### src/rtl/magic_nmi_hub_pkg.sv
// Shared types and constants for the magic/NMI hub.
// State encoding, status bit layout and the entry-vector helper.
package magic_nmi_hub_pkg;

    typedef enum logic [2:0] {
        ST_IDLE,
        ST_ARMED,
        ST_CHECK,
        ST_MAPPED,
        ST_UNMAP,
        ST_CALL
    } magic_state_t;

    localparam int STATUS_MAP   = 0;
    localparam int STATUS_MODE  = 1;
    localparam int STATUS_ONE   = 2;
    localparam int STATUS_NOSIG = 3;
    localparam int STATUS_TMO   = 4;
    localparam int STATUS_ID    = 5;

    localparam int CFG_IDX_STATUS = 0;

    localparam logic [15:0] NMI_VECTOR = 16'h0066;

    function automatic logic [2:0] first_set(input logic [7:0] v);
        first_set = '0;
        for (int i = 7; i >= 0; i--)
            if (v[i]) first_set = 3'(i);
    endfunction

endpackage

### src/rtl/magic_nmi_hub_bus.sv
// CPU bus bundle seen by the hub: address, data and Z80 strobes.
interface cpu_bus;
    logic [15:0] a;
    logic [7:0]  d;
    logic        mreq;
    logic        ioreq;
    logic        rd;
    logic        wr;
    logic        m1;
    logic        mreq_rise;

    modport hub (input a, d, mreq, ioreq, rd, wr, m1, mreq_rise);
    modport cpu (output a, d, mreq, ioreq, rd, wr, m1, mreq_rise);
endinterface

### src/rtl/magic_nmi_hub_cfg_bank.sv
// Config register bank behind the magic I/O port.
// Register 0 is the live status byte, the rest are writable.
module magic_cfg_bank
    import magic_nmi_hub_pkg::*;
#(
    parameter int                    CFG_REGS  = 16,
    parameter logic [CFG_REGS*8-1:0] CFG_RESET = '0
) (
    input  logic                  clk28,
    input  logic                  rst,
    input  logic                  cs,
    input  logic                  wr,
    input  logic                  rd,
    input  logic [7:0]            idx,
    input  logic [7:0]            d,
    input  logic [7:0]            status,
    output logic [CFG_REGS*8-1:0] cfg_q,
    output logic [7:0]            d_out,
    output logic                  d_out_active
);

    localparam int IW = (CFG_REGS > 2) ? $clog2(CFG_REGS) : 1;
    localparam logic [8:0] NREG = 9'(CFG_REGS);

    logic [7:0]    regs [1:CFG_REGS-1];
    logic [IW-1:0] sel;
    logic          in_range;
    logic          is_status;
    logic [7:0]    rd_val;

    assign sel       = idx[IW-1:0];
    assign in_range  = {1'b0, idx} < NREG;
    assign is_status = idx == 8'(CFG_IDX_STATUS);

    assign cfg_q[7:0] = status;
    for (genvar i = 1; i < CFG_REGS; i++) begin : g_q
        assign cfg_q[i*8 +: 8] = regs[i];
    end

    always_comb begin
        rd_val = 8'hFF;
        if (is_status)     rd_val = status;
        else if (in_range) rd_val = regs[sel];
    end

    always_ff @(posedge clk28) begin
        if (rst) begin
            for (int i = 1; i < CFG_REGS; i++)
                regs[i] <= CFG_RESET[i*8 +: 8];
            d_out        <= '0;
            d_out_active <= 1'b0;
        end else begin
            if (cs && wr && in_range && !is_status)
                regs[sel] <= d;
            d_out_active <= cs && rd;
            if (cs && rd)
                d_out <= rd_val;
        end
    end

endmodule

### src/rtl/magic_nmi_hub.sv
// Magic/NMI controller: trigger arbitration, NMI entry with timeout,
// opcode signature check, magic ROM mapping and exit/call handling.
module magic_nmi_hub
    import magic_nmi_hub_pkg::*;
#(
    parameter int                    N_SRC          = 4,
    parameter int                    SIG_LEN        = 2,
    parameter logic [7:0]            SIG_BYTE       = 8'hEB,
    parameter int                    CFG_REGS       = 16,
    parameter logic [7:0]            CFG_PORT       = 8'hFF,
    parameter logic [CFG_REGS*8-1:0] CFG_RESET      = '0,
    parameter int                    NMI_TIMEOUT    = 4095,
    parameter logic [15:0]           EXIT_ADDR      = 16'hF000,
    parameter logic [15:0]           CALL_ADDR      = 16'hF008,
    parameter bit                    MAGIC_ON_START = 1'b1
) (
    input  logic                  clk28,
    input  logic                  rst,
    input  logic                  ck35,
    cpu_bus.hub                   bus,
    input  logic                  n_int,
    input  logic                  n_int_next,
    input  logic [N_SRC-1:0]      trig,
    output logic                  n_nmi,
    output logic                  magic_mode,
    output logic                  magic_map,
    output logic [2:0]            trig_id,
    output logic [CFG_REGS*8-1:0] cfg_q,
    output logic [7:0]            d_out,
    output logic                  d_out_active
);

    localparam int SW = (SIG_LEN > 0) ? $clog2(SIG_LEN + 1) : 1;
    localparam int TW = (NMI_TIMEOUT > 0) ? $clog2(NMI_TIMEOUT + 1) : 1;
    localparam logic [SW-1:0] SIG_INIT = SW'(SIG_LEN);
    localparam logic [TW-1:0] TMO_LAST =
        TW'((NMI_TIMEOUT > 0) ? NMI_TIMEOUT - 1 : 0);
    localparam magic_state_t ST_RST =
        (MAGIC_ON_START && SIG_LEN > 0) ? ST_CHECK : ST_IDLE;

    magic_state_t  state;
    logic [SW-1:0] sig_cnt;
    logic          sig_arm;
    logic          sig_ok;
    logic [TW-1:0] timer;
    logic          tmo;
    logic          nosig;
    logic          int_fall;
    logic          nmi_fetch;
    logic          sig_cap;
    logic          cs;
    logic [7:0]    status;

    assign int_fall  = n_int && !n_int_next;
    assign nmi_fetch = bus.m1 && bus.mreq_rise && bus.a == NMI_VECTOR;
    // A fetch is only checked if its own mreq_rise was seen in CHECK,
    // so the tail of the #0066 fetch never counts as a signature opcode.
    assign sig_cap   = (sig_arm || bus.mreq_rise) && bus.m1
                       && bus.mreq && bus.rd;
    assign cs        = magic_map && bus.ioreq && bus.a[7:0] == CFG_PORT;

    always_comb begin
        status                  = '0;
        status[STATUS_MAP]      = magic_map;
        status[STATUS_MODE]     = magic_mode;
        status[STATUS_ONE]      = 1'b1;
        status[STATUS_NOSIG]    = nosig;
        status[STATUS_TMO]      = tmo;
        status[STATUS_ID +: 3]  = trig_id;
    end

    always_ff @(posedge clk28) begin
        if (rst) begin
            state      <= ST_RST;
            sig_cnt    <= SIG_INIT;
            sig_arm    <= 1'b0;
            sig_ok     <= 1'b0;
            timer      <= '0;
            tmo        <= 1'b0;
            nosig      <= 1'b0;
            n_nmi      <= 1'b1;
            magic_mode <= MAGIC_ON_START;
            magic_map  <= MAGIC_ON_START;
            trig_id    <= '0;
        end else begin
            unique case (state)
                ST_IDLE: begin
                    if (int_fall && |trig && !magic_mode) begin
                        trig_id    <= first_set(8'(trig));
                        n_nmi      <= 1'b0;
                        magic_mode <= 1'b1;
                        timer      <= '0;
                        tmo        <= 1'b0;
                        nosig      <= 1'b0;
                        state      <= ST_ARMED;
                    end
                end
                ST_ARMED: begin
                    if (nmi_fetch) begin
                        n_nmi     <= 1'b1;
                        magic_map <= 1'b1;
                        sig_cnt   <= SIG_INIT;
                        sig_arm   <= 1'b0;
                        state     <= (SIG_LEN == 0) ? ST_MAPPED : ST_CHECK;
                    end else if (ck35 && NMI_TIMEOUT != 0) begin
                        if (timer == TMO_LAST) begin
                            n_nmi      <= 1'b1;
                            magic_mode <= 1'b0;
                            tmo        <= 1'b1;
                            state      <= ST_IDLE;
                        end else begin
                            timer <= timer + 1'b1;
                        end
                    end
                end
                ST_CHECK: begin
                    if (sig_arm && !bus.rd) begin
                        sig_arm <= 1'b0;
                        if (!sig_ok) begin
                            magic_mode <= 1'b0;
                            magic_map  <= 1'b0;
                            nosig      <= 1'b1;
                            state      <= ST_IDLE;
                        end else if (sig_cnt <= SW'(1)) begin
                            sig_cnt <= '0;
                            state   <= ST_MAPPED;
                        end else begin
                            sig_cnt <= sig_cnt - 1'b1;
                        end
                    end else if (sig_cap) begin
                        sig_arm <= 1'b1;
                        sig_ok  <= bus.d == SIG_BYTE;
                    end
                end
                ST_MAPPED: begin
                    if (bus.mreq && bus.rd && bus.a == EXIT_ADDR) begin
                        magic_mode <= 1'b0;
                        state      <= ST_UNMAP;
                    end else if (bus.mreq && bus.rd && bus.a == CALL_ADDR) begin
                        state <= ST_CALL;
                    end
                end
                ST_UNMAP: begin
                    if (!bus.mreq) begin
                        magic_map <= 1'b0;
                        state     <= ST_IDLE;
                    end
                end
                ST_CALL: begin
                    if (magic_map) begin
                        if (!bus.mreq) magic_map <= 1'b0;
                    end else if (bus.m1 && bus.mreq_rise) begin
                        magic_map <= 1'b1;
                        state     <= ST_MAPPED;
                    end
                end
                default: state <= ST_IDLE;
            endcase
        end
    end

    magic_cfg_bank #(
        .CFG_REGS  (CFG_REGS),
        .CFG_RESET (CFG_RESET)
    ) u_cfg (
        .clk28        (clk28),
        .rst          (rst),
        .cs           (cs),
        .wr           (bus.wr),
        .rd           (bus.rd),
        .idx          (bus.a[15:8]),
        .d            (bus.d),
        .status       (status),
        .cfg_q        (cfg_q),
        .d_out        (d_out),
        .d_out_active (d_out_active)
    );

endmodule

### src/flat_wrapper.sv
// flat-port wrapper written by rule: the top's interface ports become plain ports
module magic_nmi_hub_flat import magic_nmi_hub_pkg::*;
#(
    parameter int                    N_SRC          = 4,
    parameter int                    SIG_LEN        = 2,
    parameter logic [7:0]            SIG_BYTE       = 8'hEB,
    parameter int                    CFG_REGS       = 16,
    parameter logic [7:0]            CFG_PORT       = 8'hFF,
    parameter logic [CFG_REGS*8-1:0] CFG_RESET      = '0,
    parameter int                    NMI_TIMEOUT    = 4095,
    parameter logic [15:0]           EXIT_ADDR      = 16'hF000,
    parameter logic [15:0]           CALL_ADDR      = 16'hF008,
    parameter bit                    MAGIC_ON_START = 1'b1
)
  (clk28, rst, ck35, n_int, n_int_next, trig, n_nmi, magic_mode, magic_map, trig_id, cfg_q, d_out, d_out_active, bus_a, bus_d, bus_mreq, bus_ioreq, bus_rd, bus_wr, bus_m1, bus_mreq_rise);
  cpu_bus bus_i ();
  input  logic clk28;
  input  logic rst;
  input  logic ck35;
  input  logic n_int;
  input  logic n_int_next;
  input  logic [N_SRC-1:0] trig;
  output logic n_nmi;
  output logic magic_mode;
  output logic magic_map;
  output logic [2:0] trig_id;
  output logic [CFG_REGS*8-1:0] cfg_q;
  output logic [7:0] d_out;
  output logic d_out_active;
  input wire logic [$bits(bus_i.a)-1:0] bus_a;
  input wire logic [$bits(bus_i.d)-1:0] bus_d;
  input wire logic [$bits(bus_i.mreq)-1:0] bus_mreq;
  input wire logic [$bits(bus_i.ioreq)-1:0] bus_ioreq;
  input wire logic [$bits(bus_i.rd)-1:0] bus_rd;
  input wire logic [$bits(bus_i.wr)-1:0] bus_wr;
  input wire logic [$bits(bus_i.m1)-1:0] bus_m1;
  input wire logic [$bits(bus_i.mreq_rise)-1:0] bus_mreq_rise;
  assign bus_i.a = bus_a;
  assign bus_i.d = bus_d;
  assign bus_i.mreq = bus_mreq;
  assign bus_i.ioreq = bus_ioreq;
  assign bus_i.rd = bus_rd;
  assign bus_i.wr = bus_wr;
  assign bus_i.m1 = bus_m1;
  assign bus_i.mreq_rise = bus_mreq_rise;
  magic_nmi_hub #(.N_SRC(N_SRC), .SIG_LEN(SIG_LEN), .SIG_BYTE(SIG_BYTE), .CFG_REGS(CFG_REGS), .CFG_PORT(CFG_PORT), .CFG_RESET(CFG_RESET), .NMI_TIMEOUT(NMI_TIMEOUT), .EXIT_ADDR(EXIT_ADDR), .CALL_ADDR(CALL_ADDR), .MAGIC_ON_START(MAGIC_ON_START)) u_core (.clk28(clk28), .rst(rst), .ck35(ck35), .bus(bus_i), .n_int(n_int), .n_int_next(n_int_next), .trig(trig), .n_nmi(n_nmi), .magic_mode(magic_mode), .magic_map(magic_map), .trig_id(trig_id), .cfg_q(cfg_q), .d_out(d_out), .d_out_active(d_out_active));
endmodule
### config.mk
export PLATFORM = sky130hd
export DESIGN_NAME = magic_nmi_hub_flat
export DESIGN_NICKNAME = d
export VERILOG_FILES = /design/src/rtl/magic_nmi_hub_pkg.sv /design/src/rtl/magic_nmi_hub_bus.sv /design/src/rtl/magic_nmi_hub_cfg_bank.sv /design/src/rtl/magic_nmi_hub.sv /design/src/flat_wrapper.sv
export SDC_FILE = /design/constraint.sdc
export NUM_CORES = 1
export LEC_CHECK = 0
export BUFFER_PORTS_ARGS = -buffer_cell sky130_fd_sc_hd__buf_2
export CORE_MARGIN = 2
export CORE_UTILIZATION = 46
export DETAILED_ROUTE_END_ITERATION = 6
export PLACE_DENSITY = 0.71
export RECOVER_POWER = 50
export SETUP_SLACK_MARGIN = 0.1
export SLEW_MARGIN = 10
export SYNTH_ARGS = -nofsm -noshare
export SYNTH_HDL_FRONTEND = slang
export SYNTH_HIERARCHICAL = 1
export SYNTH_SLANG_ARGS = --single-unit
### constraint.sdc
create_clock -name clk28 -period 2.94 [get_ports clk28]
set_input_delay 0.588 -clock clk28 [delete_from_list [all_inputs] [get_ports clk28]]
set_output_delay 0.588 -clock clk28 [all_outputs]
set_load 0.1 [all_outputs]
==> flow_metrics.py <==
metrics = {
    "timing": {
        "layout_setup_ws_ps": 365.8,
        "min_period_ps": 2574,
        "fmax_mhz": 388.5,
        "setup-tns-final_ps": 0,
        "finClkSkew_ps": 8.120,
        "period_share_pct": 87.56,
        "hold_viol_final": 0,
        "drv_slew": 0,
        "setup_viol": 0,
        "rsz0062_at_grt": "false",
        "maxSlewHeadroom_pct": 15.33,
        "worst_pin_slew_ps": 1276,
    },
    "run": {
        "drv_cap": 0,
    },
    "place": {
        "place.port_buffers": 178,
        "dpl.hpwl_um": 17490,
        "placed_area_um2": 9376,
        "place_inst": 1055,
        "place_ws_ps": 119.2,
        "gp_congestion": 0.9044,
    },
    "pwr": {
        "p_int_w": 0.003887,
        "total_power_w": 0.005823,
        "clkPwrFrac_pct": 36.5,
        "vdd_drop_max_uv": 439.1,
        "p_comb_share_pct": 19.1,
        "p_sw_share_pct": 33.25,
        "power.leakage_nw": 3.483,
        "pwr-share-seq_pct": 44.4,
        "powerDensity_nw_per_um2": 606.1,
        "power_switching_w": 0.001936,
    },
    "global_route": {
        "grt_max_degree": 39,
        "grt_pass1_wl_um": 34920,
        "antenna_found_initial": 1,
        "grt.overflow.total": 0,
        "grt_pass1_vias": 5839,
        "track_usage_pct": 25.77,
    },
    "yosys": {
        "synth_seq_cells": 160,
        "syn-instance-count": 660,
        "synth_edf_count": 125,
        "ys.flop_type": "edfxtp_1",
        "ys_warn_count": 6,
        "syn_area_um2": 8183,
        "async_flop_share_pct": 0,
        "synth_area_per_cell_um2": 12.40,
        "ys_seq_area_share_pct": 54.43,
        "synth.distinct_cells": 71,
    },
    "detailed_routing": {
        "drc_errors": 0,
        "vias_per_cell": 5.707,
        "ant_nets": 0,
        "post_drt_wl_per_cell_um": 22.19,
        "wl_um": 24120,
        "drt_iter0_drc": 730,
        "first_pass_iters": 5,
        "vias": 6203,
    },
    "critical_path": {
        "crit_path_end_kind": "register",
        "critPathRequiredTime_ps": 3240,
        "cp-start-kind": "register",
        "criticalPathCategory": "register to register",
        "cp_max_fo": 9,
        "worstPathArrival_ps": 2880,
    },
    "layout": {
        "antenna_cells": 0,
        "layout_common_cells": "clkbuf_1 (153), edfxtp_1 (125), and2_1 (110)",
        "drive_gt1_share_pct": 17.05,
        "areaGrowthSynthToFinish_pct": 17.42,
        "fillers": 1559,
        "fin_nets": 890,
        "final_common_cell": "clkbuf_1",
        "stdcell_count": 1087,
        "stdcell_area_um2": 9608,
    },
    "min_path": {
        "hold_class": "register to register",
    },
    "die": {
        "pin_count": 182,
        "die_y_um": 137.4,
        "core_area_um2": 17360,
        "die-area_um2": 18870,
        "start_util_pct": 47.15,
        "die_w_um": 137.4,
        "std_cell_rows": 48,
    },
    "status": {
        "status": "finished clean",
    },
    "clocking": {
        "cts_tree": "built",
        "ctsResizeCount": 0,
        "clock_path_buffers": 2,
        "numCtsBuffers": 17,
        "ctsHoldBuffers": 0,
        "clockRootBuffer": "clkbuf_16",
        "ctsHtreeMaxLevel": 4,
        "clock_sinks": 160,
        "post_cts_buffers": 0,
        "clk_latency_ps": 430,
        "path_clk_slew_ps": 60,
    },
}
## worst max-delay path: stages (launching register included)
cell and delay, ps:
dfxtp_2 440, nand4_1 100, nor3_1 310, clkbuf_1 390, nand2_1 310, buf_4 260, a221o_2 330, a211oi_1 210
a21oi_1 90
## kinds of logic (layout without fill, tap and decap cells)
family	after synthesis	in the layout	synth area share [%]
and+or+nand+nor	289	289	23.27
DFF	160	160	54.43
AOI/OAI and AO/OA	104	104	8.991
buffers and inverters	55	250	3.486
muxes	40	40	8.624
xor gates and xnor gates	7	7	0.7493
other	3	10	0.1376
adders and majority gates	2	2	0.3058
## cell type report
cell class / count / area, um2 / area share (%)
Inverter: 9 / 33.78 / 0.3516
Clock buffer: 17 / 425.4 / 4.428
Multi-Input combinational cell: 452 / 3352 / 34.89
Sequential cell: 160 / 4456 / 46.37
Timing Repair Buffer: 209 / 927.1 / 9.650
Tap cell: 225 / 281.5 / 2.930
Clock inverter: 15 / 132.6 / 1.380
## power groups by stage
stage	clock (W)	sequential [W]	combinational [W]
6_report	0.00213	0.00258	0.00111
5_1_grt	0.00225	0.00259	0.00115
4_1_cts	0.00215	0.00258	0.00114
3_5_place_dp	0	0.00263	0.00114
3_3_place_gp	0	0.00263	0.00113
2_1_floorplan	0	0.00308	0.000434
## stage by stage
stage / hold WS (ps) / util, %
after global routing: 499.3 / 55.36
final: 476.5 / 55.36
after CTS: 462.4 / 57.24
after global placement: 463.1 / 54.02
after floorplan: 453.3 / -
after detailed placement: 461.4 / 54.02
## flip-flops by register name (all words and copies together), names as in the netlist
register	flops
u_core/magic_map	1
u_core/magic_mode	1
u_core/n_nmi	1
u_core/nosig	1
u_core/sig_arm	1
u_core/sig_cnt	2
u_core/sig_ok	1
u_core/state	3
u_core/timer	12
u_core/tmo	1
u_core/trig_id	2
u_core/u_cfg/d_out	8
u_core/u_cfg/d_out_active	1
u_core/u_cfg/regs	125
## Yosys cell counts (all sizes together), types with 11 or more instances
library cell / instances / share of area, %
and2: 121 / 9.3
a21oi: 36 / 2.2
dfxtp: 35 / 8.6
nor3: 23 / 3.0
mux4: 24 / 6.6
nand3: 12 / 0.73
nor4: 11 / 2.2
edfxtp: 125 / 46
clkbuf: 23 / 1.1
buf: 23 / 2.0
or2: 16 / 1.2
mux2i: 12 / 1.5
nand2: 33 / 1.6
nor2: 33 / 1.5
## worst paths after layout
kind                            startpoint                            endpoint  slack, ps  cells past startpoint
min reg2reg      u_core/n_nmi$_SDFFE_PP1P_           u_core/n_nmi$_SDFFE_PP1P_        480                      2
max          u_core/magic_map$_SDFFE_PP1P_  u_core/u_cfg/d_out[1]$_SDFFE_PP0P_        370                      8
max reg2reg  u_core/magic_map$_SDFFE_PP1P_  u_core/u_cfg/d_out[1]$_SDFFE_PP0P_        370                      8
min              u_core/n_nmi$_SDFFE_PP1P_           u_core/n_nmi$_SDFFE_PP1P_        480                      2
## metal layers
metal	vias up	track usage, %	part of all wire, %
li1	2824	-	-
met1	3055	35.51	42
met2	295	41.29	48
met3	29	4.673	7.8
met4	0	8.763	2.0
met5	-	0	0
Note: power is estimated with default switching activity, not from simulation.
